`src/rtl/loader_pkg.sv`:
```
// rtl/loader_pkg.sv - shared types and constants for the UART program loader
package loader_pkg;

    typedef enum logic [1:0] {
        L_IDLE  = 2'd0,
        L_LOAD  = 2'd1,
        L_CKSUM = 2'd2,
        L_DONE  = 2'd3
    } loader_state_t;

    localparam logic [7:0]  SYNC_BYTE_DEF = 8'hAA;
    localparam logic [31:0] TERM_WORD     = 32'h0000_0000;

endpackage

```
`src/rtl/uart_program_loader_if.sv`:
```
// rtl/uart_program_loader_if.sv - byte input and instruction-memory write port bundle
interface uart_program_loader_if #(
    parameter int ADDR_W = 6
);
    logic [7:0]        rx_data;
    logic              rx_valid;
    logic              rx_ferr;
    logic              wr_en;
    logic [ADDR_W-1:0] wr_addr;
    logic [31:0]       wr_data;
    logic              load_busy;
    logic              load_done;
    logic              load_err;
    logic [ADDR_W:0]   word_count;

    // Byte source side (uart_rx / testbench)
    modport master (
        output rx_data, rx_valid, rx_ferr,
        input  wr_en, wr_addr, wr_data, load_busy, load_done, load_err, word_count
    );

    // Loader side
    modport slave (
        input  rx_data, rx_valid, rx_ferr,
        output wr_en, wr_addr, wr_data, load_busy, load_done, load_err, word_count
    );
endinterface

```
`src/rtl/uart_program_loader_word_packer.sv`:
```
// rtl/uart_program_loader_word_packer.sv - big-endian byte-to-word packer
module word_packer (
    input  logic        clk,
    input  logic        rstn,
    input  logic        i_clear,
    input  logic        i_valid,
    input  logic [7:0]  i_byte,
    output logic        o_word_valid,
    output logic [31:0] o_word
);
    logic [1:0]  r_byte_idx;
    logic [31:0] r_shift;
    logic [31:0] w_word;

    // The word completes combinationally with the 4th byte so the owner can
    // register the memory write on that same edge.
    assign w_word       = {r_shift[23:0], i_byte};
    assign o_word       = w_word;
    assign o_word_valid = i_valid && (r_byte_idx == 2'd3);

    // Shift bytes in MSB-first and track position within the word
    always_ff @(posedge clk) begin
        if (!rstn || i_clear) begin
            r_byte_idx <= 2'd0;
            r_shift    <= 32'h0;
        end else if (i_valid) begin
            r_shift    <= w_word;
            r_byte_idx <= r_byte_idx + 2'd1;
        end
    end
endmodule

```
`src/rtl/uart_program_loader.sv`:
```
// rtl/uart_program_loader.sv - sync-armed UART image loader into instruction memory (option: LOADER_CKSUM_EN)
module uart_program_loader
    import loader_pkg::*;
#(
    parameter int         ADDR_W    = 6,
    parameter logic [7:0] SYNC_BYTE = SYNC_BYTE_DEF
) (
    input logic                  clk,
    input logic                  rstn,
    uart_program_loader_if.slave bus
);
    localparam logic [ADDR_W-1:0] PTR_LAST = {ADDR_W{1'b1}};
    localparam logic [ADDR_W-1:0] PTR_ONE  = {{(ADDR_W-1){1'b0}}, 1'b1};
    localparam logic [ADDR_W:0]   CNT_ONE  = {{ADDR_W{1'b0}}, 1'b1};

    loader_state_t     r_state;
    logic              r_wr_en;
    logic [ADDR_W-1:0] r_wr_addr;
    logic [31:0]       r_wr_data;
    logic              r_load_busy;
    logic              r_load_done;
    logic              r_load_err;
    logic [ADDR_W:0]   r_word_count;
    logic [ADDR_W-1:0] r_ptr;
    logic              r_done_pend;
`ifdef LOADER_CKSUM_EN
    logic [7:0]        r_xor;
`endif

    logic              w_byte_ok;
    logic              w_ferr;
    logic              w_pk_valid;
    logic              w_pk_clear;
    logic              w_word_valid;
    logic [31:0]       w_word;

    assign w_byte_ok  = bus.rx_valid && !bus.rx_ferr;
    assign w_ferr     = bus.rx_valid && bus.rx_ferr;
    assign w_pk_valid = (r_state == L_LOAD) && w_byte_ok;
    // Holding the packer clear while idle discards any partial word after an abort
    assign w_pk_clear = (r_state == L_IDLE);

    word_packer u_packer (
        .clk          (clk),
        .rstn         (rstn),
        .i_clear      (w_pk_clear),
        .i_valid      (w_pk_valid),
        .i_byte       (bus.rx_data),
        .o_word_valid (w_word_valid),
        .o_word       (w_word)
    );

    assign bus.wr_en      = r_wr_en;
    assign bus.wr_addr    = r_wr_addr;
    assign bus.wr_data    = r_wr_data;
    assign bus.load_busy  = r_load_busy;
    assign bus.load_done  = r_load_done;
    assign bus.load_err   = r_load_err;
    assign bus.word_count = r_word_count;

    // Loader FSM: arm on sync, write packed words, stop on terminator or error
    always_ff @(posedge clk) begin
        if (!rstn) begin
            r_state      <= L_IDLE;
            r_wr_en      <= 1'b0;
            r_wr_addr    <= '0;
            r_wr_data    <= 32'h0;
            r_load_busy  <= 1'b0;
            r_load_done  <= 1'b0;
            r_load_err   <= 1'b0;
            r_word_count <= '0;
            r_ptr        <= '0;
            r_done_pend  <= 1'b0;
`ifdef LOADER_CKSUM_EN
            r_xor        <= 8'h0;
`endif
        end else begin
            r_wr_en     <= 1'b0;
            r_load_done <= r_done_pend;
            r_done_pend <= 1'b0;
            case (r_state)
                L_IDLE: begin
                    if (w_byte_ok && (bus.rx_data == SYNC_BYTE)) begin
                        r_state      <= L_LOAD;
                        r_load_busy  <= 1'b1;
                        r_load_err   <= 1'b0;
                        r_word_count <= '0;
                        r_ptr        <= '0;
`ifdef LOADER_CKSUM_EN
                        r_xor        <= 8'h0;
`endif
                    end
                end
                L_LOAD: begin
                    if (w_ferr) begin
                        r_state     <= L_IDLE;
                        r_load_busy <= 1'b0;
                        r_load_err  <= 1'b1;
                    end else if (w_byte_ok) begin
`ifdef LOADER_CKSUM_EN
                        r_xor <= r_xor ^ bus.rx_data;
`endif
                        if (w_word_valid) begin
                            // The last slot is kept for the terminator only
                            if ((w_word != TERM_WORD) && (r_ptr == PTR_LAST)) begin
                                r_state     <= L_IDLE;
                                r_load_busy <= 1'b0;
                                r_load_err  <= 1'b1;
                            end else begin
                                r_wr_en      <= 1'b1;
                                r_wr_addr    <= r_ptr;
                                r_wr_data    <= w_word;
                                r_ptr        <= r_ptr + PTR_ONE;
                                r_word_count <= r_word_count + CNT_ONE;
                                if (w_word == TERM_WORD) begin
`ifdef LOADER_CKSUM_EN
                                    r_state     <= L_CKSUM;
`else
                                    r_state     <= L_DONE;
                                    r_load_busy <= 1'b0;
                                    r_done_pend <= 1'b1;
`endif
                                end
                            end
                        end
                    end
                end
                L_CKSUM: begin
`ifdef LOADER_CKSUM_EN
                    if (w_ferr) begin
                        r_state     <= L_IDLE;
                        r_load_busy <= 1'b0;
                        r_load_err  <= 1'b1;
                    end else if (w_byte_ok) begin
                        r_load_busy <= 1'b0;
                        if (bus.rx_data == r_xor) begin
                            r_state     <= L_DONE;
                            r_load_done <= 1'b1;
                        end else begin
                            r_state    <= L_IDLE;
                            r_load_err <= 1'b1;
                        end
                    end
`else
                    r_state <= L_IDLE;
`endif
                end
                L_DONE: begin
                    r_state <= L_DONE;
                end
                default: r_state <= L_IDLE;
            endcase
        end
    end
endmodule

```
`src/flat_wrapper.sv`:
```
// flat-port wrapper written by rule: the top's interface ports become plain ports
module uart_program_loader_flat import loader_pkg::*;
#(
    parameter int         ADDR_W    = 6,
    parameter logic [7:0] SYNC_BYTE = SYNC_BYTE_DEF
)
  (clk, rstn, bus_rx_data, bus_rx_valid, bus_rx_ferr, bus_wr_en, bus_wr_addr, bus_wr_data, bus_load_busy, bus_load_done, bus_load_err, bus_word_count);
  uart_program_loader_if #(.ADDR_W(ADDR_W)) bus_i ();
  input logic clk;
  input logic rstn;
  input wire logic [$bits(bus_i.rx_data)-1:0] bus_rx_data;
  input wire logic [$bits(bus_i.rx_valid)-1:0] bus_rx_valid;
  input wire logic [$bits(bus_i.rx_ferr)-1:0] bus_rx_ferr;
  output wire logic [$bits(bus_i.wr_en)-1:0] bus_wr_en;
  output wire logic [$bits(bus_i.wr_addr)-1:0] bus_wr_addr;
  output wire logic [$bits(bus_i.wr_data)-1:0] bus_wr_data;
  output wire logic [$bits(bus_i.load_busy)-1:0] bus_load_busy;
  output wire logic [$bits(bus_i.load_done)-1:0] bus_load_done;
  output wire logic [$bits(bus_i.load_err)-1:0] bus_load_err;
  output wire logic [$bits(bus_i.word_count)-1:0] bus_word_count;
  assign bus_i.rx_data = bus_rx_data;
  assign bus_i.rx_valid = bus_rx_valid;
  assign bus_i.rx_ferr = bus_rx_ferr;
  assign bus_wr_en = bus_i.wr_en;
  assign bus_wr_addr = bus_i.wr_addr;
  assign bus_wr_data = bus_i.wr_data;
  assign bus_load_busy = bus_i.load_busy;
  assign bus_load_done = bus_i.load_done;
  assign bus_load_err = bus_i.load_err;
  assign bus_word_count = bus_i.word_count;
  uart_program_loader #(.ADDR_W(ADDR_W), .SYNC_BYTE(SYNC_BYTE)) u_core (.clk(clk), .rstn(rstn), .bus(bus_i));
endmodule
```
`config.mk`:
```
export PLATFORM = sky130hd
export DESIGN_NAME = uart_program_loader_flat
export DESIGN_NICKNAME = d
export VERILOG_FILES = /design/src/rtl/loader_pkg.sv /design/src/rtl/uart_program_loader_if.sv /design/src/rtl/uart_program_loader_word_packer.sv /design/src/rtl/uart_program_loader.sv /design/src/flat_wrapper.sv
export SDC_FILE = /design/constraint.sdc
export NUM_CORES = 1
export LEC_CHECK = 0
export BUFFER_PORTS_ARGS = -buffer_cell sky130_fd_sc_hd__buf_2
export CAP_MARGIN = 20
export CORE_ASPECT_RATIO = 1.4
export CORE_MARGIN = 2
export CORE_UTILIZATION = 40
export DETAILED_ROUTE_END_ITERATION = 12
export GPL_TIMING_DRIVEN = 0
export SLEW_MARGIN = 20
export SYNTH_ARGS = -nofsm -noshare
export SYNTH_HDL_FRONTEND = slang
export SYNTH_SLANG_ARGS = --single-unit
export TNS_END_PERCENT = 1
```
`constraint.sdc`:
```
create_clock -name clk -period 2.7 [get_ports clk]
set_input_delay 0.27 -clock clk [delete_from_list [all_inputs] [get_ports clk]]
set_output_delay 0.27 -clock clk [all_outputs]
set_load 0.02 [all_outputs]
```
[Word level (Yosys, flattened, before mapping)]
Cells that the tools add are included.
Word-level totals
  register bits: 84
  latch bits: 0
  RAM bits: 0
  ROM bits: 0
  bits of input ports: 12
  output and inout port bits: 49
  word-level logic and storage cells: 90
  memories kept: 0
Cells by class
  add/subtract/negate cells: 3
  $mul: 0
  div/mod/pow operators: 0
  $lt $le $gt $ge: 0
  eq/ne operators: 15
  shift operators: 0
  multiplexer cells: 34
  bitwise operators: 6
  reduce and logical (&&, ||, !) cells: 20
Operators by type and width (count)
  $mux W7: 5
  $logic_not A32 Y1: 1
  $reduce_bool A32 Y1: 1
  $mux W6: 5
  $reduce_and A5 Y1: 3
  $pmux W7 S2: 1
  $mux W1: 13
  $mux W2: 6
  $pmux W6 S2: 1
  $eq A8 B8 Y1 const B: 1
  $pmux W2 S4: 1
  $add A7 B1 Y7 const B: 1
  $add A6 B1 Y6 const B: 1
  $eq A2 B2 Y1 const B: 3
  $eq A6 B6 Y1 const B: 1
  $logic_and A1 B1 Y1: 6
  $ne A2 B2 Y1 const B: 3
  $ne A3 B2 Y1 const B: 2
  $not A1 Y1: 6
  $reduce_and A6 Y1: 1
  $reduce_or A6 Y1: 1
  $reduce_or A5 Y1: 1
  $ne A2 B1 Y1 const B: 2
  $ne A4 B3 Y1 const B: 1
  9 further kinds: 11

[Longest topological paths before layout]
  depth after elaboration: 8
  mapped depth: 7

[By module]
Synthesis repeated with hierarchy kept, for this count alone.
Unflattened totals
  cell total of the unflattened synthesis: 400
  area total of the unflattened synthesis: 3656.0 µm²
Modules (own cells, without submodules)
  uart_program_loader: instances 1, cells an instance 305, area each 2608.8 µm²
  word_packer: instances 1, cells an instance 95, area each 1047.3 µm²

[Worst setup path before layout]
No wires, ideal clock.
  path type: input to register
  from: in bus_rx_data[6]
  to: reg u_core.r_ptr[5]
  arrival: 1.871 ns
  data required time: 2.630 ns
  slack: 0.759 ns
  cell stages on the path: 5
  buffers on the path: 0
  cells stage by stage: or4_4 > nand4b_4 > o21a_4 > or4_1 > a21oi_1
On the way
  word-level cells in the longest chain between the ends: 4
  elaborated cells on any way between the ends: 7
  those cells by class: eq/ne: 3; reduce/logical: 4
Ends and longest elaborated chain
  start: declaration: RTL line flat_wrapper.sv:11  | input wire logic [$bits(bus_i.rx_data)-1:0] bus_rx_data;
  $reduce_bool A32 Y1 / $eq A8 B8 Y1 (equally long branches): RTL line uart_program_loader.sv:105, uart_program_loader.sv:83
  $logic_and A1 B1 Y1 (on tied branches): RTL line uart_program_loader.sv:105, uart_program_loader.sv:83
  $ne A2 B2 Y1 (no line) / $ne A2 B1 Y1 (equally long branches)
  $reduce_and A6 Y1 (no line) *
  end signal: assignment: RTL line uart_program_loader.sv:113  | r_ptr <= r_ptr + PTR_ONE;
  end: declaration: RTL line uart_program_loader.sv:24  | logic [ADDR_W-1:0] r_ptr;
Mark *: on every way between the ends. The rest lies on a longest branch, timed or not.
A chain may end at the register's enable or synchronous reset.

[Worst setup path after layout]
  from: reg u_core.u_packer.r_shift[4]
  to: reg u_core.r_wr_data[13] (netlist: u_core.bus.wr_data[13])
On the way
  word-level cells in the longest chain between the ends: 4
Ends and longest elaborated chain
  start: declaration: RTL line uart_program_loader_word_packer.sv:12  | logic [31:0] r_shift;
  start signal: assignment: RTL line uart_program_loader_word_packer.sv:27  | r_shift <= w_word;
  $reduce_bool A32 Y1: RTL line uart_program_loader.sv:105  | if ((w_word != TERM_WORD) && (r_ptr == PTR_LAST)) begin
  $logic_and A1 B1 Y1: RTL line uart_program_loader.sv:105
  $not A1 Y1 (no line)
  $reduce_and A5 Y1 (no line)
  end signal: assignment: RTL line uart_program_loader.sv:112  | r_wr_data <= w_word;
  end: declaration: RTL line uart_program_loader.sv:19  | logic [31:0] r_wr_data;
No other way between the ends.

==> results.toml <==
[status]
status = "finished clean"

[timing]
maxSlewHeadroom = 0.6084
tns_ns = 0
rsz0062_at_grt = "false"
max_slew.worst_pin.slew_ns = 0.5820
skew_ns = 0.007416
slew_viol_final = 0
fin_crit_sh = 0.8928
final_hold_viol_count = 0
max_freq_mhz = 414.8
holdWs_ns = 0.2037
fin_crit_ns = 2.411
finalSetupViolCount = 0

[cts]
clk_path_buf_depth = 2
post-cts-setup-buffers = 0
cts_buffers = 9
path_clk_slew_ns = 0.06
ctsRootBufferMaster = "clkbuf_16"
cts_resized = 0
htree_num_levels = 3
clk_latency_ns = 0.34
cts_tree = "yes"
clock-sinks = 84
hold_buffers = 0

[detailed_routing]
drtAntennaViolNets = 0
wl_per_cell_um = 15.71
drt-initial-drc-count = 135
firstDrtPassIters = 4
num_vias = 3169
via_per_inst = 5.436
drc = 0
drt-total-wl_mm = 9.159

[die]
rows = 39
die_w_um = 81.35
core_area_um2 = 8149
die_h_um = 112.3
start_util = 0.4112
die_area_um2 = 9135
io_pins = 61

[power]
power.share.clock = 0.503
cellPowerDensity_nw_per_um2 = 638.6
power_mw = 2.616
power_frac_comb = 0.023
peakVddDrop_v = 0.0003106
switching_power_mw = 0.5307
internal-power_mw = 2.085
swShare = 0.2029
seqPwrFrac = 0.474
cellLeakagePower_nw = 1.583

[critical_path]
worstPathArrival_ns = 2.61
timing.critical_path.buf_inv = 1
crit_required_ns = 2.90
critPathKind = "flop to flop"
cp_slowest_cell = "nor4_1"
reg2reg_slack_ns = 0.29
path_depth = 6
rr_startpoint = "u_core.u_packer.r_shift[4]"
cp-startpoint = "u_core.u_packer.r_shift[4]"
rr_worst_depth = 6
start_kind = "flop"
cp_top_family = "simple AND/OR/NAND/NOR gates"
worstPathMaxFanout = 10
slowest_delay_ns = 0.58
rr_endpoint = "u_core.bus.wr_data[13]"
critPathCaptureType = "flop"
path_cells = "nor4_1 > nand4b_4 > o21a_4 > nor2_2 > clkbuf_1 > o21ai_0"

[global_route]
grt_max_degree = 14
grt_antenna_before_repair = 0
grt_pass1_vias = 3065
grt_remaining_overflow = 0
grt_pass1_wl_mm = 14.79
grt_util_all_layers = 0.2089

[finish]
mostFrequentLayoutCells = "nand2_1 (103), dfxtp_1 (84), buf_2 (64)"
drive_gt1_frac = 0.1871
diodes = 0
nNetsFinal = 491
area_growth_pct = 22.26
final_common_cell = "nand2_1"
instances_no_fill = 583

[place]
io_buffers = 60
hpwl_mm = 6.792
dp_cells = 567
gp_congestion = 0.8574

[hold_path]
worst_hold_path_type = "input pin to flop"
min_to = "u_core.u_packer.r_shift[4]"
hold_depth = 3
min-delay-start = "bus_rx_data[4]"

[logic_synthesis]
syn_nets = 420
syn_avg_cell_area_um2 = 8.273
synth.distinct_cells = 37
ys.flop_type = "dfxtp_1"
synthCells = 405
yosysWarnings = 0
ys_seq_elements = 84
syn_area_um2 = 3351
synth_edf_count = 0
ys_seq_area_frac = 0.5019
async_reset_ff_frac = 0

[flow_run]
cap_violations = 0
[state kept, by name, summed over array words and instances, names as in the netlist]
signal,count
u_core.u_packer.r_shift,24
u_core.bus.wr_data,32
u_core.u_packer.r_byte_idx,2
u_core.r_ptr,6
u_core.bus.load_err,1
u_core.bus.load_busy,1
u_core.bus.wr_en,1
u_core.r_done_pend,1
u_core.r_state,2
u_core.bus.word_count,7
u_core.bus.wr_addr,6
u_core.bus.load_done,1
[synthesized netlist by cell type (all sizes together) (5+ instances only)]
master  count  area share
nor2        9       0.011
nand3       5      0.0075
nand4      39       0.073
a31oi       5      0.0093
and3        8       0.015
dfxtp      84        0.50
o21ai      42       0.064
a21oi      29       0.043
nor4        8       0.015
nand2     103        0.12
clkbuf     27       0.030
[through the flow]
stage                     setup slack (ns)    util  cell area [um2]
after global placement              0.2584  0.4637             3779
after global routing               0.06256  0.5027             4096
after CTS                           0.2760  0.5027             4096
after floorplan                     0.7589       -             3351
after detailed placement            0.2397  0.4637             3779
final                               0.2894  0.5027             4096
[worst max path at each step]
stage	end	slack (ns)
after floorplan	u_core.r_ptr[5]	0.76
after global placement	u_core.bus.wr_data[11]	0.26
after detailed placement	u_core.bus.wr_data[9]	0.24
after CTS	u_core.bus.wr_data[13]	0.28
after global routing	u_core.bus.wr_data[11]	0.06
final	u_core.bus.wr_data[13]	0.29
[layout make-up]
cell class	instances	area, um2
Sequential cell	84	1682
Fill cell	825	4053
Clock buffer	11	242.7
Inverter	1	3.754
Multi-Input combinational cell	289	1544
Timing Repair Buffer	60	300.3
Buffer	31	121.4
Tap cell	102	127.6
Clock inverter	5	75.07
[per-layer routing]
metal,track usage,part of all wire
met5,0,0
met4,0.1107,0.025
met3,0.04743,0.037
met2,0.3443,0.51
met1,0.2473,0.43
[power groups by stage]
stage | combinational (mW) | clock [mW] | sequential, mW
2_1_floorplan | 0.0306 | 0 | 1.27
3_3_place_gp | 0.0586 | 0 | 1.27
3_5_place_dp | 0.0592 | 0 | 1.27
4_1_cts | 0.0593 | 1.34 | 1.24
5_1_grt | 0.0646 | 1.38 | 1.24
6_report | 0.0598 | 1.32 | 1.24
[cells by family (layout without fill, tap and decap cells)]
logic type                 after synthesis  after routing  synth area share
and+or+nand+nor                        190            190            0.2793
muxes                                    3              3          0.008962
buffers and inverters                   32            108           0.03734
xor gates and xnor gates                 1              1          0.002614
DFF                                     84             84            0.5019
AOI/OAI and AO/OA                       92             92            0.1587
adders and majority gates                3              3           0.01120
[worst register-to-register path, cell delays in order (launching register included)]
cell and delay [ns]:
dfxtp_1 0.39, nor4_1 0.58, nand4b_4 0.20, o21a_4 0.30
nor2_2 0.32, clkbuf_1 0.34, o21ai_0 0.17
(Power assumes the default switching activity.)
